==> src/rtl/ex_muldiv_if.sv <==
`default_nettype none
// ============================================================================
// Module      : ex_muldiv_if
// Description : Request/response bundle between the EX stage and the
//               iterative multiply/divide unit. The unit uses the slave
//               modport; the pipeline (or a testbench) uses the master.
//               Port summary (from the unit's point of view):
//                 i_start        request, sampled only while idle
//                 i_op[1:0]      00 MULT, 01 MULTU, 10 DIV, 11 DIVU
//                 i_a, i_b       operands (rs, rt)
//                 i_mthi/i_mtlo  write i_wdata into HI / LO (idle only)
//                 o_busy         operation in progress
//                 o_done         one-cycle completion pulse
//                 o_hi, o_lo     architectural HI / LO registers
// Revision    : 1.0  initial release
// ============================================================================
interface ex_muldiv_if #(
  parameter int WIDTH = 32
);
  logic             i_start;
  logic [1:0]       i_op;
  logic [WIDTH-1:0] i_a;
  logic [WIDTH-1:0] i_b;
  logic             i_mthi;
  logic             i_mtlo;
  logic [WIDTH-1:0] i_wdata;
  logic             o_busy;
  logic             o_done;
  logic [WIDTH-1:0] o_hi;
  logic [WIDTH-1:0] o_lo;

  modport slave (
    input  i_start, i_op, i_a, i_b, i_mthi, i_mtlo, i_wdata,
    output o_busy, o_done, o_hi, o_lo
  );

  modport master (
    output i_start, i_op, i_a, i_b, i_mthi, i_mtlo, i_wdata,
    input  o_busy, o_done, o_hi, o_lo
  );
endinterface
`default_nettype wire

==> src/rtl/ex_muldiv.sv <==
`default_nettype none
// ============================================================================
// Module      : ex_muldiv
// Description : Iterative radix-2 multiply / divide unit with HI/LO
//               registers. MULT/MULTU use shift-add, DIV/DIVU use
//               restoring division on operand magnitudes; signs are
//               re-applied in a final fix-up cycle. Latency from the
//               accepting edge to valid HI/LO is WIDTH+1 cycles.
//               Ports:
//                 clk   clock, all state changes on the rising edge
//                 rst   synchronous active-high reset
//                 bus   ex_muldiv_if slave modport (request, MTHI/MTLO,
//                       busy/done handshake, HI/LO outputs)
// Revision    : 1.0  initial release
// ============================================================================
module ex_muldiv #(
  parameter int WIDTH = 32
) (
  input  logic       clk,
  input  logic       rst,
  ex_muldiv_if.slave bus
);

  localparam int                 c_CNT_W    = $clog2(WIDTH);
  localparam logic [c_CNT_W-1:0] c_CNT_LAST = c_CNT_W'(WIDTH - 1);
  localparam logic [WIDTH-1:0]   c_MIN_NEG  = {1'b1, {(WIDTH-1){1'b0}}};
  localparam logic [WIDTH-1:0]   c_ALL_ONES = {WIDTH{1'b1}};

  typedef enum logic [1:0] {
    S_IDLE = 2'd0,
    S_CALC = 2'd1,
    S_FIX  = 2'd2
  } state_t;

  state_t r_state;
  state_t w_state_nxt;

  logic [c_CNT_W-1:0]   r_cnt;
  logic [1:0]           r_op;
  // r_p holds {accumulator, multiplier} for multiply and
  // {partial remainder, quotient} for divide; both start as {0, |A|}.
  logic [2*WIDTH-1:0]   r_p;
  logic [WIDTH-1:0]     r_dvsr;     // |B|: multiplicand or divisor
  logic [WIDTH-1:0]     r_a_orig;   // raw A, returned in HI on divide-by-zero
  logic                 r_neg_q;    // negate product / quotient
  logic                 r_neg_r;    // negate remainder
  logic                 r_div0;
  logic                 r_ovf;
  logic                 r_busy;
  logic                 r_done;
  logic [WIDTH-1:0]     r_hi;
  logic [WIDTH-1:0]     r_lo;

  // Operand conditioning at the accepting edge
  logic             w_signed;
  logic             w_a_neg;
  logic             w_b_neg;
  logic [WIDTH-1:0] w_a_abs;
  logic [WIDTH-1:0] w_b_abs;

  // One iteration step
  logic [WIDTH:0]     w_madd;
  logic [2*WIDTH-1:0] w_mul_nxt;
  logic [WIDTH:0]     w_rsh;
  logic [WIDTH:0]     w_diff;
  logic               w_qbit;
  logic [2*WIDTH-1:0] w_div_nxt;

  // Sign fix-up
  logic [2*WIDTH-1:0] w_prod;
  logic [WIDTH-1:0]   w_quo;
  logic [WIDTH-1:0]   w_rem;
  logic [WIDTH-1:0]   w_hi_fix;
  logic [WIDTH-1:0]   w_lo_fix;

  logic w_accept;

  assign w_accept = (r_state == S_IDLE) && bus.i_start;

  assign w_signed = ~bus.i_op[0];
  assign w_a_neg  = w_signed & bus.i_a[WIDTH-1];
  assign w_b_neg  = w_signed & bus.i_b[WIDTH-1];
  assign w_a_abs  = w_a_neg ? (~bus.i_a + 1'b1) : bus.i_a;
  assign w_b_abs  = w_b_neg ? (~bus.i_b + 1'b1) : bus.i_b;

  // Shift-add: conditionally add the multiplicand to the upper half, then
  // shift the whole accumulator right, retiring one multiplier bit.
  assign w_madd    = {1'b0, r_p[2*WIDTH-1:WIDTH]} + (r_p[0] ? {1'b0, r_dvsr} : '0);
  assign w_mul_nxt = {w_madd, r_p[WIDTH-1:1]};

  // Restoring divide: shift {R,Q} left one bit, try subtracting the divisor
  // from the widened remainder and keep the difference when it is >= 0.
  assign w_rsh     = r_p[2*WIDTH-1:WIDTH-1];
  assign w_diff    = w_rsh - {1'b0, r_dvsr};
  assign w_qbit    = ~w_diff[WIDTH];
  assign w_div_nxt = {(w_qbit ? w_diff[WIDTH-1:0] : w_rsh[WIDTH-1:0]),
                      r_p[WIDTH-2:0], w_qbit};

  assign w_prod = r_neg_q ? (~r_p + 1'b1) : r_p;
  assign w_quo  = r_neg_q ? (~r_p[WIDTH-1:0] + 1'b1) : r_p[WIDTH-1:0];
  assign w_rem  = r_neg_r ? (~r_p[2*WIDTH-1:WIDTH] + 1'b1) : r_p[2*WIDTH-1:WIDTH];

  always_comb begin
    w_hi_fix = w_prod[2*WIDTH-1:WIDTH];
    w_lo_fix = w_prod[WIDTH-1:0];
    if (r_op[1]) begin
      if (r_div0) begin
        w_hi_fix = r_a_orig;
        w_lo_fix = c_ALL_ONES;
      end else if (r_ovf) begin
        w_hi_fix = '0;
        w_lo_fix = c_MIN_NEG;
      end else begin
        w_hi_fix = w_rem;
        w_lo_fix = w_quo;
      end
    end
  end

  // --------------------------------------------------------------------------
  // Control FSM
  // --------------------------------------------------------------------------
  always_ff @(posedge clk) begin
    if (rst) begin
      r_state <= S_IDLE;
    end else begin
      r_state <= w_state_nxt;
    end
  end

  always_comb begin
    w_state_nxt = r_state;
    case (r_state)
      S_IDLE:  if (bus.i_start) w_state_nxt = S_CALC;
      S_CALC:  if (r_cnt == c_CNT_LAST) w_state_nxt = S_FIX;
      S_FIX:   w_state_nxt = S_IDLE;
      default: w_state_nxt = S_IDLE;
    endcase
  end

  // --------------------------------------------------------------------------
  // Datapath and HI/LO
  // --------------------------------------------------------------------------
  always_ff @(posedge clk) begin
    if (rst) begin
      r_cnt    <= '0;
      r_op     <= '0;
      r_p      <= '0;
      r_dvsr   <= '0;
      r_a_orig <= '0;
      r_neg_q  <= 1'b0;
      r_neg_r  <= 1'b0;
      r_div0   <= 1'b0;
      r_ovf    <= 1'b0;
      r_busy   <= 1'b0;
      r_done   <= 1'b0;
      r_hi     <= '0;
      r_lo     <= '0;
    end else begin
      r_busy <= (w_state_nxt != S_IDLE);
      r_done <= (r_state == S_FIX);

      if (w_accept) begin
        r_op     <= bus.i_op;
        r_p      <= {{WIDTH{1'b0}}, w_a_abs};
        r_dvsr   <= w_b_abs;
        r_a_orig <= bus.i_a;
        r_neg_q  <= w_a_neg ^ w_b_neg;
        r_neg_r  <= w_a_neg;
        r_div0   <= bus.i_op[1] && (bus.i_b == '0);
        r_ovf    <= (bus.i_op == 2'b10) && (bus.i_a == c_MIN_NEG) && (bus.i_b == c_ALL_ONES);
        r_cnt    <= '0;
      end else if (r_state == S_IDLE) begin
        // A Start in the same cycle takes priority and drops these writes.
        if (bus.i_mthi) r_hi <= bus.i_wdata;
        if (bus.i_mtlo) r_lo <= bus.i_wdata;
      end

      if (r_state == S_CALC) begin
        r_p   <= r_op[1] ? w_div_nxt : w_mul_nxt;
        r_cnt <= (r_cnt == c_CNT_LAST) ? '0 : r_cnt + 1'b1;
      end

      if (r_state == S_FIX) begin
        r_hi <= w_hi_fix;
        r_lo <= w_lo_fix;
      end
    end
  end

  assign bus.o_busy = r_busy;
  assign bus.o_done = r_done;
  assign bus.o_hi   = r_hi;
  assign bus.o_lo   = r_lo;

endmodule
`default_nettype wire

==> src/flat_wrapper.sv <==
// flat-port wrapper written by rule: the top's interface ports become plain ports
module ex_muldiv_flat 
#(
  parameter int WIDTH = 32
)
  (clk, rst, bus_i_start, bus_i_op, bus_i_a, bus_i_b, bus_i_mthi, bus_i_mtlo, bus_i_wdata, bus_o_busy, bus_o_done, bus_o_hi, bus_o_lo);
  ex_muldiv_if #(.WIDTH(WIDTH)) bus_i ();
  input  logic clk;
  input  logic rst;
  input wire logic [$bits(bus_i.i_start)-1:0] bus_i_start;
  input wire logic [$bits(bus_i.i_op)-1:0] bus_i_op;
  input wire logic [$bits(bus_i.i_a)-1:0] bus_i_a;
  input wire logic [$bits(bus_i.i_b)-1:0] bus_i_b;
  input wire logic [$bits(bus_i.i_mthi)-1:0] bus_i_mthi;
  input wire logic [$bits(bus_i.i_mtlo)-1:0] bus_i_mtlo;
  input wire logic [$bits(bus_i.i_wdata)-1:0] bus_i_wdata;
  output wire logic [$bits(bus_i.o_busy)-1:0] bus_o_busy;
  output wire logic [$bits(bus_i.o_done)-1:0] bus_o_done;
  output wire logic [$bits(bus_i.o_hi)-1:0] bus_o_hi;
  output wire logic [$bits(bus_i.o_lo)-1:0] bus_o_lo;
  assign bus_i.i_start = bus_i_start;
  assign bus_i.i_op = bus_i_op;
  assign bus_i.i_a = bus_i_a;
  assign bus_i.i_b = bus_i_b;
  assign bus_i.i_mthi = bus_i_mthi;
  assign bus_i.i_mtlo = bus_i_mtlo;
  assign bus_i.i_wdata = bus_i_wdata;
  assign bus_o_busy = bus_i.o_busy;
  assign bus_o_done = bus_i.o_done;
  assign bus_o_hi = bus_i.o_hi;
  assign bus_o_lo = bus_i.o_lo;
  ex_muldiv #(.WIDTH(WIDTH)) u_core (.clk(clk), .rst(rst), .bus(bus_i));
endmodule
==> config.mk <==
export PLATFORM = sky130hd
export DESIGN_NAME = ex_muldiv_flat
export DESIGN_NICKNAME = d
export VERILOG_FILES = /design/src/rtl/ex_muldiv_if.sv /design/src/rtl/ex_muldiv.sv /design/src/flat_wrapper.sv
export SDC_FILE = /design/constraint.sdc
export NUM_CORES = 1
export LEC_CHECK = 0
export CORE_UTILIZATION = 50
export CTS_CLUSTER_SIZE = 16
export DETAILED_ROUTE_END_ITERATION = 10
export PLACE_DENSITY = 0.73
export REMOVE_ABC_BUFFERS = 1
export SLEW_MARGIN = 20
export SYNTH_ARGS = -nofsm -noshare
export SYNTH_HDL_FRONTEND = slang
export SYNTH_SLANG_ARGS = --single-unit
export TNS_END_PERCENT = 50
==> constraint.sdc <==
create_clock -name clk -period 3.85 [get_ports clk]
set_clock_uncertainty 0.05 [all_clocks]
set_input_delay 0.77 -clock clk [delete_from_list [all_inputs] [get_ports clk]]
set_output_delay 0.77 -clock clk [all_outputs]
set_load 0.01 [all_outputs]
# Yosys cells after proc, flatten, opt, wreduce, memory -nomap -nowiden
# Index checks and enable logic that the tools add are counted.
# totals
latch_bits	0
regBits	207
n_memories	0
word_cells	82
romBits	0
out_inout_bits	66
ramBits	0
# classes
n_reduce_logical	13
order_cmp	0
n_mul	0
n_addsub	8
shifts	0
n_eq_ne	7
muxes	30
div_mod_pow	0
bitwise	10
# op_table
cell	count
$mux 32	20
$mux 64	4
$add 32x1->32 const B	4
$not 32->32	4
$add 64x1->64 const B	1
$eq 32x32->1 const B	2
$not 64->64	1
$add 32x33->33	1
$sub 33x32->33	1
$logic_not 32->1	1
$mux 5	3
$reduce_bool 2->1	5
$reduce_and 3->1	2
$add 5x1->5 const B	1
$eq 5x5->1 const B	1
$eq 2x2->1 const B	2
$logic_and 1x1->1	4
$mux 2	2
$pmux 2 s2	1
$and 1x1->1	2
$eq 2x1->1 const B	1
$logic_not 2->1	1
$ne 2x2->1 const B	1
$not 1->1	2
$xor 1x1->1	1

# Depth between registers and ports, before layout
# Gate-level depths: netlist of the first run.
# logic_depth
word_depth	7
ltp_mapped	15
mapped_depth_nobuf	13

# Worst setup path after synthesis of the first run
# No wires, ideal clock.
# synth_path
path_kind	flip-flop to flip-flop
from	register u_core.r_p[31]
to	register u_core.r_p[38]
slack_ps	479
required_ps	3726
stages_incl_launch_ff	15
arrival_time_ps	3247
n_path_buf	3
path_cell_list	dfxtp_1 inv_1 ha_1 fa_1 nor2b_1 o31ai_1 a211o_1 a211oi_1 o21ai_0 xor2_1 clkbuf_1 clkbuf_1 clkbuf_1 a21oi_1 o21ai_0
# synth_between
elab_chain_cells	4
# synth_lines
item	line	rtl
start: declaration	ex_muldiv.sv:42	logic [2*WIDTH-1:0] r_p;
start signal: assignment	ex_muldiv.sv:165	r_p <= {{WIDTH{1'b0}}, w_a_abs};
start signal: assignment	ex_muldiv.sv:180	r_p <= r_op[1] ? w_div_nxt : w_mul_nxt;
$sub 33x32->33	ex_muldiv.sv:94	assign w_diff = w_rsh - {1'b0, r_dvsr};
$mux 32	ex_muldiv.sv:96	assign w_div_nxt = {(w_qbit ? w_diff[WIDTH-1:0] : w_rsh[WIDTH-1:0]),
$mux 64	ex_muldiv.sv:180	
$mux 64	ex_muldiv.sv:179	if (r_state == S_CALC) begin
# No other way between the ends.
# A chain may end at the register's enable or synchronous reset.

# Final worst setup path of the first run
# layout_path
from	register u_core.r_p[0]
to	register u_core.r_p[60]
# layout_between
elab_chain_cells	4
# layout_lines
item	line	rtl
$mux 32	ex_muldiv.sv:88	assign w_madd = {1'b0, r_p[2*WIDTH-1:WIDTH]} + (r_p[0] ? {1'b0, r_dvsr} : '0);
$add 32x33->33	ex_muldiv.sv:88	
$mux 64	ex_muldiv.sv:180	
$mux 64	ex_muldiv.sv:179	
# No other way between the ends.

==> flow_metrics.env, run 1 <==
export IMPL_insertedDiodeCount=0
export IMPL_fp_dieH_um=182
export IMPL_reg2reg_depth=13
export IMPL_rows=65
export IMPL_hold_end="u_core.r_dvsr[25]"
export IMPL_path_delay_family="compound AO/OA/AOI/OAI gates"
export IMPL_cts_sinks=206
export IMPL_powerDensity_nw_per_um2=347
export IMPL_power_leakage_nw=7.73
export IMPL_critPathLaunchType="flop"
export IMPL_status="complete, no violations"
export IMPL_syn_area_um2=16200
export IMPL_ys_types=81
export IMPL_final_util=0.622
export IMPL_instances_no_fill=2834
export IMPL_setup_violations_final=0
export IMPL_gp_congestion=1.00
export IMPL_synth_seq_area_share=0.254
export IMPL_irDropWorstVdd_mv=0.300
export IMPL_path_clk_slew_ns=0.06
export IMPL_worst_pin_slew_ns=0.914
export IMPL_grt_pass1_vias=16442
export IMPL_reg2reg_to="u_core.r_p[60]"
export IMPL_r2r_start="u_core.r_p[0]"
export IMPL_slowest_delay_ns=0.73
export IMPL_dp_hpwl_um=42900
export IMPL_drive_above_1_share=0.0938
export IMPL_crit_path_end_kind="flop"
export IMPL_whs_path_depth=2
export IMPL_io_pin_count=169
export IMPL_cts_tree="done"
export IMPL_vias=17650
export IMPL_critical_path_class="reg2reg"
export IMPL_required_ns=4.23
export IMPL_synth_edff_count=0
export IMPL_core_area_um2=31800
export IMPL_design_die_area_um2=33200
export IMPL_clk_latency_ns=0.55
export IMPL_nNetsFinal=2557
export IMPL_fmax_mhz=270
export IMPL_firstDrtPassIters=8
export IMPL_cts_root_buffer="clkbuf_16"
export IMPL_grt_usage=0.341
export IMPL_cp_cell_sequence="clkinvlp_4 > buf_4 > nor2_1 > ha_1 > a211oi_1 > o21ai_0 > a21oi_1 > a211oi_1 > or4b_2 > a31oi_2 > o21ai_0 > xnor2_1 > a221o_1"
export IMPL_period_needed_ns=3.71
export IMPL_drv_slew=0
export IMPL_io_buffers=168
export IMPL_pre_cts_ws_ns=0.0772
export IMPL_async_flop_share=0
export IMPL_hp_class="reg2reg"
export IMPL_hold_viol=0
export IMPL_min_delay_start="u_core.r_dvsr[25]"
export IMPL_arrival_ns=4.09
export IMPL_synth_cells=2224
export IMPL_ys_seq_elements=206
export IMPL_synth_ff_type="dfxtp_1"
export IMPL_grt_ovfl_total=0
export IMPL_cts_hold_buffers=0
export IMPL_fillers=2878
export IMPL_relSlewSlack=0.386
export IMPL_syn_to_final_growth_pct=21.7
export IMPL_min_period_over_period=0.964
export IMPL_start_util=0.511
export IMPL_drc=0
export IMPL_cts_max_path_buffers=3
export IMPL_die_w_um=182
export IMPL_wire_per_inst_um=20.5
export IMPL_final_antenna_net_count=0
export IMPL_rsz0062_at_grt="false"
export IMPL_crit_buf_inv=2
export IMPL_cp_max_fo=7
export IMPL_avgSynthCellArea_um2=7.31
export IMPL_cap_violations=0
export IMPL_drtIter0Drc=1729
export IMPL_grt_max_degree=87
export IMPL_grt_antenna_before_repair=0
export IMPL_yosys_warnings=0
export IMPL_r2r_setup_slack_ns=0.14
export IMPL_drt_wl_total_um=58100
export IMPL_critPathSlowestCell="or4b_2"
export IMPL_total_power_mw=6.86
export IMPL_grt_pass1_wl_um=90700
export IMPL_dp_cells=2784
export IMPL_viasPerCell=6.23
export IMPL_fin_ws_ns=0.140
export IMPL_htreeDepth=1
export IMPL_cts_made_buffers=25
registers in the layout, summed over array words and instances, names as in the netlist:
name	flops
u_core.r_p	64
u_core.bus.o_hi	32
u_core.bus.o_lo	32
u_core.r_a_orig	32
u_core.r_dvsr	32
u_core.r_cnt	5
u_core.r_state	2
u_core.bus.o_busy	1
u_core.bus.o_done	1
u_core.r_div0	1
u_core.r_neg_q	1
u_core.r_neg_r	1
u_core.r_op	1
u_core.r_ovf	1
layer usage:
metal  vias up  GRT usage  routed length, um
li1       8399          -                  -
met1      8270      0.447              24900
met2       834      0.571              26400
met3       147     0.0419               4630
met4         0      0.129               2120
met5         -          0                  0
worst max path at each step:
stage                   startpoint              to  cells past startpoint
floorplan           u_core.r_p[31]  u_core.r_p[62]                     12
global placement        bus_i_a[7]  u_core.r_p[30]                     10
detailed placement      bus_i_a[3]  u_core.r_p[29]                     11
CTS                  u_core.r_p[0]  u_core.r_p[60]                     13
global route         u_core.r_p[0]  u_core.r_p[60]                     13
finish               u_core.r_p[0]  u_core.r_p[60]                     13
timing repair:
item / 4_1_cts / 5_1_grt
gates resized for setup: 0 / 8
endpoints found under the setup margin: 0 / 14
buffers inserted: 0 / 5
power breakdown:
group / leakage [nW] / switching, mW / internal, mW / total (mW)
clock: 0.414 / 1.00 / 1.49 / 2.49
combinational: 5.63 / 1.14 / 0.796 / 1.93
sequential: 1.69 / 0.149 / 2.28 / 2.43
final cells by class:
cell class	count	area (um^2)	share of cell area
multi-input combinational	1784	11300	0.572
sequential	206	4130	0.209
timing repair buffer	298	2700	0.136
clock buffer	36	717	0.0363
tap	435	544	0.0275
inverter	66	251	0.0127
clock inverter	9	130	0.00658
cell families after synthesis:
logic type	after synthesis	share of synthesized area
compound gates	729	0.291
xor+xnor	178	0.0959
fa+ha+maj	73	0.0571
buf+inv	234	0.0555
flops	206	0.254
mux	34	0.0211
simple gates	770	0.225
synthesized netlist by cell type (all sizes together), types with 26 or more instances:
cell type,n,share of area
a211oi,67,0.031
a21o,32,0.015
a21oi,241,0.074
a221oi,26,0.014
buf,26,0.0075
clkbuf,142,0.033
dfxtp,206,0.25
ha,71,0.055
inv,66,0.015
mux2i,32,0.020
nand2,236,0.055
nor2,237,0.055
nor3,76,0.024
o211ai,35,0.016
o21ai,133,0.041
o31ai,27,0.012
or3,33,0.013
xnor2,84,0.045
xor2,94,0.051
layout by cell type, fill, tap and decap left out, drive strengths merged, types with 22 or more instances in the layout:
cell type,count
o211ai,35
inv,66
a31oi,24
a21oi,241
or3,33
o21ai,133
a221oi,26
a21o,32
clkdlybuf4s50,167
o31ai,27
buf,131
nand3,24
nand2b,22
nand2,236
nor2,237
a211oi,67
xnor2,84
mux2i,32
dfxtp,206
ha,71
xor2,94
clkbuf,36
nor3,76
metrics by stage:
step	hold slack [ns]	cell area, um^2	setup TNS (ns)
2_1_floorplan	0.376	15600	-75.74
3_3_place_gp	0.389	18900	0
3_5_place_dp	0.395	18900	0
4_1_cts	0.402	19700	0
5_1_grt	0.413	19800	0
6_report	0.399	19800	0
worst register-to-register path, delay by kind of cell (launching register included):
| family | cells | cell delay, ns |
|---|---|---|
| buffers and inverters | 2 | 0.42 |
| AOI/OAI and AO/OA | 7 | 1.41 |
| adders and majority gates | 1 | 0.31 |
| DFF | 1 | 0.43 |
| and+or+nand+nor | 2 | 0.83 |
| xor gates and xnor gates | 1 | 0.15 |
No activity file was read; power rests on OpenSTA's default activity.
==> run 2, diff against run 1 <==
--- a/config.mk
+++ b/config.mk
@@ -5,10 +5,10 @@
 export SDC_FILE = /design/constraint.sdc
 export NUM_CORES = 1
 export LEC_CHECK = 0
-export CORE_UTILIZATION = 50
+export CORE_UTILIZATION = 25
 export CTS_CLUSTER_SIZE = 16
 export DETAILED_ROUTE_END_ITERATION = 10
-export PLACE_DENSITY = 0.73
+export PLACE_DENSITY = 0.43
 export REMOVE_ABC_BUFFERS = 1
 export SLEW_MARGIN = 20
 export SYNTH_ARGS = -nofsm -noshare
==> run 2 against run 1 <==
Net effect:
- sequential share of layout area shrank 1.0 points
- routed wire length grew 18%
- global-route usage shrank 14 points
- via count is 2.0% lower
- cell count grew 16%
- clock-buffer cell count rose by 5
- critical path type unchanged
- largest cell class unchanged
==> flow_metrics.env, run 2 (same netlist as run 1, synthesis figures left out) <==
export IMPL_relSlewSlack=0.341
export IMPL_cts_sinks=206
export IMPL_rows=93
export IMPL_core_area_um2=64300
export IMPL_die_w_um=257
export IMPL_cts_root_buffer="clkbuf_16"
export IMPL_rsz0062_at_grt="true"
export IMPL_multi_input_area_um2=11300
export IMPL_hold_viol=0
export IMPL_cts_hold_buffers=0
export IMPL_io_buffers=168
export IMPL_start_util=0.253
export IMPL_hp_class="reg2reg"
export IMPL_nNetsFinal=2591
export IMPL_layout_cells_most_common="a21oi_1"
export IMPL_grt_pass1_vias=16710
export IMPL_layout_common_cells="a21oi_1, nand2_1, nor2_1"
export IMPL_syn_to_final_growth_pct=27.8
export IMPL_grt_antenna_before_repair=0
export IMPL_viasPerCell=5.26
export IMPL_critPathLaunchType="flop"
export IMPL_arrival_ns=4.08
export IMPL_irDropWorstVdd_mv=0.333
export IMPL_min_period_over_period=0.946
export IMPL_power_leakage_nw=7.99
export IMPL_r2r_setup_slack_ns=0.21
export IMPL_htreeDepth=1
export IMPL_fillers=6842
export IMPL_cap_violations=0
export IMPL_cts_made_buffers=29
export IMPL_drc=0
export IMPL_drtIter0Drc=1265
export IMPL_path_clk_slew_ns=0.06
export IMPL_grt_pass1_wl_um=104000
export IMPL_drt_wl_total_um=68300
export IMPL_final_seq_area_um2=4130
export IMPL_period_needed_ns=3.64
export IMPL_final_antenna_net_count=0
export IMPL_clk_latency_ns=0.57
export IMPL_critical_path_class="reg2reg"
export IMPL_vias=17304
export IMPL_cts_max_path_buffers=3
export IMPL_powerDensity_nw_per_um2=364
export IMPL_gp_congestion=0.915
export IMPL_cts_tree="done"
export IMPL_worst_pin_slew_ns=0.988
export IMPL_fp_dieH_um=257
export IMPL_crit_path_end_kind="flop"
export IMPL_grt_ovfl_total=0
export IMPL_drv_slew=0
export IMPL_io_pin_count=169
export IMPL_regMostFlops="u_core.r_p"
export IMPL_firstDrtPassIters=8
export IMPL_grt_usage=0.201
export IMPL_wire_per_inst_um=20.7
export IMPL_dp_hpwl_um=52100
export IMPL_insertedDiodeCount=0
export IMPL_status="complete, no violations"
export IMPL_required_ns=4.29
export IMPL_drive_above_1_share=0.108
export IMPL_grt_max_degree=103
export IMPL_setup_violations_final=0
export IMPL_cp_max_fo=9
export IMPL_fin_setup_tns_ns=0
export IMPL_largest_reg_flops=64
export IMPL_fmax_mhz=275
export IMPL_place_area_um2=19600
export IMPL_design_die_area_um2=66000
export IMPL_final_area_um2=20800
==> run 2: cell count changes in the layout (fill, tap and decap cells not counted), moves of 2 or more <==
cell	previous run	this run
buf_4	127	155
bufinv_16	3	7
clkbuf_16	25	29
clkbuf_8	5	8
buf_6	1	3
clkbuf_1	6	4
clkinv_2	3	1
nor2b_2	2	0
==> run 2: path summary, 6_finish.rpt <==
check | from | end | cells after the start
worst max-delay path | u_core.r_p[31] | u_core.r_p[59] | 16
worst max register to register | u_core.r_p[31] | u_core.r_p[59] | 16
worst min-delay path | u_core.bus.o_lo[21] | u_core.bus.o_lo[21] | 2
worst min register to register | u_core.bus.o_lo[21] | u_core.bus.o_lo[21] | 2
==> run 2: report_power, final <==
| group | leakage (nW) | internal, mW | total, mW | switching (mW) |
|---|---|---|---|---|
| logic | 5.78 | 0.815 | 2.00 | 1.19 |
| clock network | 0.527 | 2.00 | 3.13 | 1.13 |
| registers | 1.69 | 2.28 | 2.44 | 0.152 |
| total | 7.99 | 5.10 | 7.57 | 2.47 |
==> run 2: per-stage QoR <==
stage               setup slack (ns)  cells  utilization  power [mW]  hold WS, ns
floorplan                      -1.02   2056            -        3.59        0.376
global placement             -0.0541   3239        0.305        4.46        0.392
CTS                           0.0269   3292        0.322        7.62        0.403
detailed placement         -0.000305   3239        0.305        4.46        0.395
finish                         0.209   3292        0.323        7.57        0.399
global route                -0.00112   3292        0.323        7.93        0.414
==> run 2: metal layers <==
| layer | vias to the layer above | share of wire | track usage |
|---|---|---|---|
| li1 | 8473 | - | - |
| met1 | 8211 | 0.48 | 0.280 |
| met2 | 532 | 0.45 | 0.329 |
| met3 | 88 | 0.048 | 0.0224 |
| met4 | 0 | 0.022 | 0.0466 |
| met5 | - | 0 | 0 |
==> run 2: worst max-delay path, cell delays in order (launching register included) <==
cell and delay (ns):
dfxtp_1 0.33, inv_1 0.10, ha_1 0.23, fa_1 0.42
nor2b_1 0.26, o31ai_1 0.16, a211o_1 0.32, a211oi_1 0.21
buf_4 0.17, o21ai_0 0.08, buf_4 0.16, xor2_4 0.34
buf_4 0.24, buf_4 0.12, nand2_1 0.05, o2111ai_1 0.12
a21boi_0 0.20
==> run 2: cell type report <==
type                       count  share of cell area
clock buffer                  41              0.0410
clock inverter                12              0.0119
inverter                      66              0.0119
multi-input combinational   1784               0.544
sequential                   206               0.199
tap                          855              0.0515
timing repair buffer         328               0.141
==> run 2: what timing repair did <==
item                       4_1_cts  5_1_grt
setup endpoints to repair        0        4
resized for setup                0        6
setup buffers                    0        0
==> run 3, diff against run 2 <==
--- a/config.mk
+++ b/config.mk
@@ -5,6 +5,7 @@
 export SDC_FILE = /design/constraint.sdc
 export NUM_CORES = 1
 export LEC_CHECK = 0
+export CORE_MARGIN = 2
 export CORE_UTILIZATION = 25
 export CTS_CLUSTER_SIZE = 16
 export DETAILED_ROUTE_END_ITERATION = 10
==> run 3 against run 2 <==
Net effect:
- via count hardly changed
- global-route usage shrank 0.12 points
- flip-flop and latch count is the same
- non-clock buffer count is 15 higher
- cell count up 0.33%
- critical path depth did not move
==> flow_metrics.env, run 3 (same netlist as run 1, synthesis figures left out) <==
export IMPL_status="complete, no violations"
export IMPL_layout_common_cells="a21oi_1, nand2_1, nor2_1"
export IMPL_slowest_delay_ns=0.42
export IMPL_cts_max_path_buffers=3
export IMPL_power_leakage_nw=8.03
export IMPL_grt_pass1_vias=16968
export IMPL_p_switching_mw=2.43
export IMPL_insertedDiodeCount=0
export IMPL_firstDrtPassIters=5
export IMPL_wirelength_met1_um=32800
export IMPL_rsz0062_at_grt="false"
export IMPL_crit_buf_inv=5
export IMPL_cts_tree="done"
export IMPL_wire_per_inst_um=20.7
export IMPL_period_needed_ns=3.61
export IMPL_worst_pin_slew_ns=0.953
export IMPL_cts_hold_buffers=0
export IMPL_regMostFlops="u_core.r_p"
export IMPL_viasPerCell=5.24
export IMPL_met3WireLength_um=2900
export IMPL_cap_violations=0
export IMPL_drv_slew=0
export IMPL_required_ns=4.23
export IMPL_htreeDepth=1
export IMPL_drtIter0Drc=1140
export IMPL_layout_cells_most_common="a21oi_1"
export IMPL_critical_path_class="reg2reg"
export IMPL_fmax_mhz=277
export IMPL_path_delay_family="compound AO/OA/AOI/OAI gates"
export IMPL_syn_to_final_growth_pct=28.0
export IMPL_path_clk_slew_ns=0.06
export IMPL_io_pin_count=169
export IMPL_whs_path_depth=2
export IMPL_crit_path_end_kind="flop"
export IMPL_setup_violations_final=0
export IMPL_gp_congestion=0.900
export IMPL_cts_root_buffer="clkbuf_16"
export IMPL_combinationalPowerShare=0.277
export IMPL_path_depth=16
export IMPL_largest_reg_flops=64
export IMPL_clk_latency_ns=0.57
export IMPL_fp_dieH_um=259
export IMPL_grt_antenna_before_repair=1
export IMPL_design_die_area_um2=67100
export IMPL_fin_setup_tns_ns=0
export IMPL_drive_above_1_share=0.109
export IMPL_grt_max_degree=61
export IMPL_vias=17306
export IMPL_hold_viol=0
export IMPL_core_area_um2=64300
export IMPL_grt_pass1_wl_um=105000
export IMPL_switching_share=0.331
export IMPL_start_util=0.253
export IMPL_p_clk_frac=0.392
export IMPL_wl_met2_um=31100
export IMPL_die_w_um=259
export IMPL_powerDensity_nw_per_um2=353
export IMPL_irDropWorstVdd_mv=0.357
export IMPL_relSlewSlack=0.364
export IMPL_arrival_ns=4.00
export IMPL_maxUsedRoutingLayer="met4"
export IMPL_seq_power_share=0.331
export IMPL_dp_hpwl_um=53000
export IMPL_nNetsFinal=2605
export IMPL_final_antenna_net_count=0
export IMPL_cts_sinks=206
export IMPL_hp_class="reg2reg"
export IMPL_critPathSlowestCell="fa_1"
export IMPL_critPathLaunchType="flop"
export IMPL_whs_ns=0.400
export IMPL_io_buffers=168
export IMPL_grt_usage=0.200
export IMPL_cts_made_buffers=28
export IMPL_reg2reg_depth=16
export IMPL_cp_cell_sequence="inv_1 > ha_1 > fa_1 > nor2b_1 > o31ai_1 > a211o_1 > a211oi_1 > buf_4 > o21ai_0 > buf_4 > xor2_4 > buf_12 > buf_4 > and2_0 > o311ai_0 > a21oi_1"
export IMPL_grt_ovfl_total=0
export IMPL_cp_max_fo=9
export IMPL_min_period_over_period=0.938
export IMPL_path_common_cell="buf_4"
export IMPL_drc=0
export IMPL_internal_power_mw=4.91
export IMPL_rows=93
export IMPL_drt_wl_total_um=68400
==> run 3: layer usage <==
layer,track usage,vias to the layer above
met4,0.0496,0
met3,0.0184,86
met2,0.328,459
li1,-,8509
met1,0.280,8252
met5,0,-
==> run 3: path summary, 6_finish.rpt <==
check                       from             endpoint  slack [ns]
max               u_core.r_p[31]       u_core.r_p[49]        0.24
min          u_core.bus.o_hi[12]  u_core.bus.o_hi[12]        0.40
max reg2reg       u_core.r_p[31]       u_core.r_p[49]        0.24
min reg2reg  u_core.bus.o_hi[12]  u_core.bus.o_hi[12]        0.40
==> run 3: area by class of cell <==
| type | instances | area, um^2 |
|---|---|---|
| Timing Repair Buffer | 343 | 3080 |
| Tap cell | 855 | 1070 |
| Clock buffer | 38 | 769 |
| Fill cell | 6915 | 43500 |
| Clock inverter | 11 | 214 |
| Inverter | 66 | 248 |
| Sequential cell | 206 | 4130 |
| Multi-Input combinational cell | 1784 | 11300 |
==> run 3: stage by stage <==
| step | cell area (um^2) | total power, mW | cells | utilization | setup WS (ns) |
|---|---|---|---|---|---|
| CTS | 20800 | 7.41 | 3302 | 0.323 | 0.0536 |
| global placement | 19800 | 4.49 | 3253 | 0.308 | -0.00397 |
| detailed placement | 19800 | 4.49 | 3253 | 0.308 | 0.0754 |
| global route | 20800 | 7.72 | 3303 | 0.323 | 0.0263 |
| floorplan | 15600 | 3.59 | 2056 | - | -1.02 |
| finish | 20800 | 7.34 | 3303 | 0.323 | 0.238 |
==> run 3: worst register-to-register path: stages (launching register included) <==
cell and delay, ns:
dfxtp_1 0.33, inv_1 0.08, ha_1 0.24, fa_1 0.42, nor2b_1 0.22, o31ai_1 0.15
a211o_1 0.32, a211oi_1 0.21, buf_4 0.17, o21ai_0 0.08, buf_4 0.15, xor2_4 0.15
buf_12 0.18, buf_4 0.16, and2_0 0.14, o311ai_0 0.31, a21oi_1 0.11
==> run 3: what timing repair did <==
| item | 4_1_cts | 5_1_grt |
|---|---|---|
| endpoints found under the hold margin | 0 | 0 |
| setup endpoints to repair | 0 | 12 |
| gates resized for setup | 0 | 3 |
| setup buffers | 0 | 1 |
==> run 3: power groups by stage <==
stage               clock (mW)  sequential [mW]  combinational, mW
detailed placement           0             2.47               2.02
global placement             0             2.47               2.02
global route              3.04             2.45               2.23
CTS                       2.96             2.43               2.03
finish                    2.88             2.43               2.03
floorplan                    0             2.47               1.12
==> RTL change 1 (settings of run 1) <==
`WIDTH` is set to 32 in 3 places; all go to 16.
--- a/src/rtl/ex_muldiv_if.sv
+++ b/src/rtl/ex_muldiv_if.sv
@@ -15,7 +15,7 @@
 // Revision    : 1.0  initial release
 // ============================================================================
 interface ex_muldiv_if #(
-  parameter int WIDTH = 32
+  parameter int WIDTH = 16
 );
   logic             i_start;
   logic [1:0]       i_op;
--- a/src/rtl/ex_muldiv.sv
+++ b/src/rtl/ex_muldiv.sv
@@ -14,7 +14,7 @@
 // Revision    : 1.0  initial release
 // ============================================================================
 module ex_muldiv #(
-  parameter int WIDTH = 32
+  parameter int WIDTH = 16
 ) (
   input  logic       clk,
   input  logic       rst,
--- a/src/flat_wrapper.sv
+++ b/src/flat_wrapper.sv
@@ -1,7 +1,7 @@
 // flat-port wrapper written by rule: the top's interface ports become plain ports
 module ex_muldiv_flat 
 #(
-  parameter int WIDTH = 32
+  parameter int WIDTH = 16
 )
   (clk, rst, bus_i_start, bus_i_op, bus_i_a, bus_i_b, bus_i_mthi, bus_i_mtlo, bus_i_wdata, bus_o_busy, bus_o_done, bus_o_hi, bus_o_lo);
   ex_muldiv_if #(.WIDTH(WIDTH)) bus_i ();
Interface: changed (5 resized); port bits go from 169 to 89. The function was not compared with the original's and may differ.
==> RTL change 1 against run 1 <==
- sequential cell count is 97 lower
- largest cell class unchanged
- highest routed layer unchanged
- synthesized area is 51% lower
- total power is 57% lower
- sequential share of layout area is 2.7 points higher
- wire length is 59% lower
- cell area is 53% lower
- critical path type unchanged
- setup slack better by 0.27 ns
- hold slack better by 0.00062 ns
==> RTL change 1: results (changes against run 1) <==
Reg2Reg Depth = 12 (-1)
final-stage net count = 1229 (-52%)
Critical Path Source = u_core.r_p[15]$_SDFFE_PP0P_
syn_area_per_cell = 7.29 um^2 (-0.18%)
WL final = 23500 um (-59%)
max FFs per register = 32 (-50%)
post-synthesis adder-cell area fraction = 6.45% (+0.74 points)
post-synth cell types = 63 (-22%)
compound-cell area share of the yosys netlist = 25.8% (-3.3 points)
Crit Reg-Reg Endpoint = u_core.r_p[17]$_SDFFE_PP0P_
first-pass GRT wire length = 37600 um (-58%)
CTS H-Tree Depth = 3 (+2)
Max clock buf depth = 2 (-1)
status = finished clean
combinational gate power = 747 uW (-61%)
CP peak stage delay = 0.46 ns (-0.27 ns)
sequential fraction of the synthesis area = 27.3% (+1.9 points)
TritonRoute pass-1 iters = 6 (-2)
Rel. slew slack = 35.3% (-3.2 points)
ranking of synthesized cells by area = dfxtp_1, a21oi_1, nor2_1
cell count after placement = 1334 (-52%)
Leakage = 3.55 nW (-54%)
Num CTS Buffers = 9 (-64%)
WHS = 0.399 ns (+0.000620 ns)
number of global-route vias before repair = 7194 (-56%)
via/cell ratio = 5.96 (-4.3%)
PortBufs = 88 (-48%)
post-synthesis mux area share = 2.38% (+0.27 points)
slowest library cell on the worst path = o31ai_2
layout cells sized above 1 = 5.18% (-4.2 points)
Worst R2R Setup Slack = 0.41 ns (+0.27 ns)
Clk Latency, worst-skew pair = 0.36 ns (-0.19 ns)
Hold EP = u_core.bus.o_hi[10]$_SDFFE_PP0P_
Worst Path Arrival = 3.62 ns (-0.47 ns)
Int Pwr = 2.00 mW (-56%)
largest net degree at the start of global routing = 77 (-11%)
Max IR drop VDD = 0.238 mV (-21%)
dpl ws = 0.390 ns (+0.313 ns)
final worst-path cycle share = 89.3% (-7.1 points)
post-DP HPWL = 17400 um (-59%)
starting DRC count in detailed routing = 817 (-53%)
Final GP Congestion = 0.904 (-9.8%)
Worst Min Path Start = u_core.bus.o_hi[10]$_SDFFE_PP0P_
XOR/XNOR Fraction of Synth Area = 9.32% (-0.27 points)
Synth top cells by count = nor2_1, a21oi_1, nand2_1
worst-path maximum fanout = 10 (+3)
root buffer cell = clkbuf_16
## RTL change 1: cell type report
class	count	area, um^2
clock buffers	11	253
clock inverters	5	42.5
fillers	1449	6100
inverters	38	143
multi-input cells	868	5360
flip-flops and latches	109	2180
well taps	211	264
repair buffers	108	1030
## RTL change 1: cell families (layout without fill, tap and decap cells)
family          Yosys count  after routing
simple gates            400            400
compound gates          324            324
buf+inv                 118            162
flops                   109            109
xor+xnor                 85             85
fa+ha+maj                40             40
mux                      19             19
## RTL change 1: metrics by stage
stage	cell area, um^2	total power, mW
3_3_place_gp	8980	2.01
6_report	9270	2.96
5_1_grt	9270	3.10
3_5_place_dp	8980	2.03
2_1_floorplan	7680	1.75
4_1_cts	9270	2.95
## RTL change 1: metal layers
metal | share of wire, % | global-route usage [%]
met4 | 1.5 | 8.03
met1 | 48 | 41.9
met5 | 0 | 0
met3 | 7.2 | 5.65
met2 | 44 | 44.2
==> RTL change 2 (flow settings as in run 1) <==
Without the edit above. Make the reset (`rst`) asynchronous in 2 clocked blocks. Comments in the files are not updated.
--- a/src/rtl/ex_muldiv.sv
+++ b/src/rtl/ex_muldiv.sv
@@ -120,7 +120,7 @@
   // --------------------------------------------------------------------------
   // Control FSM
   // --------------------------------------------------------------------------
-  always_ff @(posedge clk) begin
+  always_ff @(posedge clk or posedge rst) begin
     if (rst) begin
       r_state <= S_IDLE;
     end else begin
@@ -141,7 +141,7 @@
   // --------------------------------------------------------------------------
   // Datapath and HI/LO
   // --------------------------------------------------------------------------
-  always_ff @(posedge clk) begin
+  always_ff @(posedge clk or posedge rst) begin
     if (rst) begin
       r_cnt    <= '0;
       r_op     <= '0;
Behaviour: differs if rst is asserted again (counterexample within 4 cycles, from zero or initial values and one cycle with rst high); with rst held inactive, the same outputs for 4 cycles.
==> RTL change 2 against run 1 <==
- cell area grew 0.68%
- wire length is 10% lower
- sequential cell count unchanged
- first-iteration DRC count decreased by 31%
- global-route usage fell by 3.5 points
- synthesized area grew 1.6%
- setup slack got worse by 0.017 ns
Power is not compared: it rests on default switching activity, and its combinational part moved more than twofold at a synthesized area within 25%.
==> RTL change 2: results (changes against run 1) <==
placed inst area = 0.0190 mm^2 (+0.87%)
first-pass GRT wire length = 81900 um (-9.6%)
sequential fraction of the synthesis area = 31.2% (+5.9 points)
CTS H-Tree Depth = 1 (unchanged)
largest net degree at the start of global routing = 100 (+15%)
n_diodes = 0 (unchanged)
register area = 0.00516 mm^2 (+25%)
total track usage = 30.6% (-3.5 points)
via/cell ratio = 5.98 (-4.0%)
initial antenna violation count = 1 (+1)
status = finished clean
async set-reset flop share out of synthesis = 100% (+100 points)
post-CTS sizing = 0 (unchanged)
Num CTS Buffers = 26 (+4.0%)
Top reg by flops = u_core.r_p
PortBufs = 168 (unchanged)
Synth Flop Type = dfrtp_1
final-stage net count = 2420 (-5.4%)
Synth top cells by count = nand2_1, o21ai_0, dfrtp_1
number of global-route vias before repair = 15.4k (-6.4%)
max FFs per register = 64 (unchanged)
post-DP HPWL = 38800 um (-9.7%)
HP Class = flop to flop
Fillers = 2951 (+2.5%)
Max IR drop VDD = 0.417 mV
clock transition at the registers of the reported paths = 0.06 ns (about the same)
Leakage = 8.49 nW
ranking of synthesized cells by area = dfrtp_1, o21ai_0, nand2_1
root buffer cell = clkbuf_16
dpl ws = -0.220 ns (-0.298 ns)
top layer in use = met4
Final GP Congestion = 0.946 (-5.6%)
Worst Path Arrival = 4.10 ns (about the same)
Post-CTS Repair Setup Buffers = 0 (unchanged)
Clk Latency, worst-skew pair = 0.54 ns
Max clock buf depth = 3 (unchanged)
metal2 WL = 23900 um (-9.7%)
mean routed wirelength per cell = 19.3 um (-5.8%)
yosys warns = 0 (unchanged)
Rel. slew slack = 30.3% (-8.3 points)
worst-path maximum fanout = 5 (-2)
post-synth cell types = 80 (-1.2%)
met1 WL = 23400 um (-5.8%)
layout cells sized above 1 = 8.79% (-0.59 points)
starting DRC count in detailed routing = 1190 (-31%)
WL met3 = 3420 um (-26%)
switching part of the total = 47.1%
TritonRoute pass-1 iters = 6 (-2)
[RTL change 2: worst paths after layout]
kind,from,endpoint,slack (ns),depth (start not counted)
worst min-delay path,u_core.bus.o_lo[10]$_DFFE_PP0P_,u_core.bus.o_lo[10]$_DFFE_PP0P_,0.42,2
worst max-delay path,u_core.r_p[0]$_DFFE_PP0P_,u_core.bus.o_hi[30]$_DFFE_PP0P_,0.12,14
max in group asynchronous,rst,u_core.r_a_orig[21]$_DFFE_PP0P_,2.27,3
worst min register to register,u_core.bus.o_lo[10]$_DFFE_PP0P_,u_core.bus.o_lo[10]$_DFFE_PP0P_,0.42,2
worst max register to register,u_core.r_p[0]$_DFFE_PP0P_,u_core.bus.o_hi[30]$_DFFE_PP0P_,0.12,14
min in group asynchronous,rst,u_core.r_dvsr[3]$_DFFE_PP0P_,0.70,2
[RTL change 2: logic make-up after synthesis]
group           count (synthesis)  share of synthesized area (%)
compound gates                665                           25.0
xor+xnor                      193                           10.2
fa+ha+maj                      73                           5.63
buf+inv                       221                           5.25
flops                         206                           31.2
mux                            60                           3.66
simple gates                  679                           19.0
[RTL change 2: layout make-up]
| type | instances | area share, % |
|---|---|---|
| well taps | 442 | 2.78 |
| inverters | 67 | 1.30 |
| multi-input cells | 1670 | 53.1 |
| repair buffers | 273 | 12.7 |
| clock inverters | 10 | 0.459 |
| clock buffers | 38 | 3.75 |
| flip-flops and latches | 206 | 25.9 |
[RTL change 2: power by group through the flow]
| stage | Sequential (mW) | Clock [mW] | Combinational, mW |
|---|---|---|---|
| after floorplan | 4.43 | 0 | 7.40 |
| after global placement | 4.38 | 0 | 11.1 |
| after detailed placement | 4.42 | 0 | 11.3 |
| after CTS | 4.40 | 2.43 | 11.3 |
| after global routing | 4.57 | 2.51 | 12.7 |
| final | 4.45 | 2.41 | 11.5 |
[RTL change 2: through the flow]
| stage | std cells | hold WS [ns] | setup TNS [ns] | power (mW) |
|---|---|---|---|---|
| finish | 2706 | 0.423 | 0 | 18.3 |
| global route | 2706 | 0.447 | 0 | 19.8 |
| CTS | 2706 | 0.429 | 0 | 18.2 |
| detailed placement | 2658 | 0.413 | -0.841 | 15.7 |
| global placement | 2658 | 0.410 | -0.494 | 15.5 |
| floorplan | 1943 | 0.396 | -541.74 | 11.8 |
[RTL change 2: layer usage]
layer  global-route usage, %  vias up
met4                    9.47        0
met1                    42.0     7699
met2                    50.2      609
met5                       0        -
li1                        -     7771
met3                    3.63      102
[RTL change 2: worst max-delay path, stage by stage (launching register included)]
cell and delay, ns:
dfrtp_1 0.47, inv_1 0.16, ha_1 0.17, or3b_2 0.49, nor4b_1 0.26, buf_4 0.19
nand4_1 0.25, nand2b_4 0.27, o21ai_1 0.28, nand2_1 0.17, buf_4 0.18, a21oi_1 0.17
xor2_1 0.18, o21ai_1 0.11, o211a_1 0.18
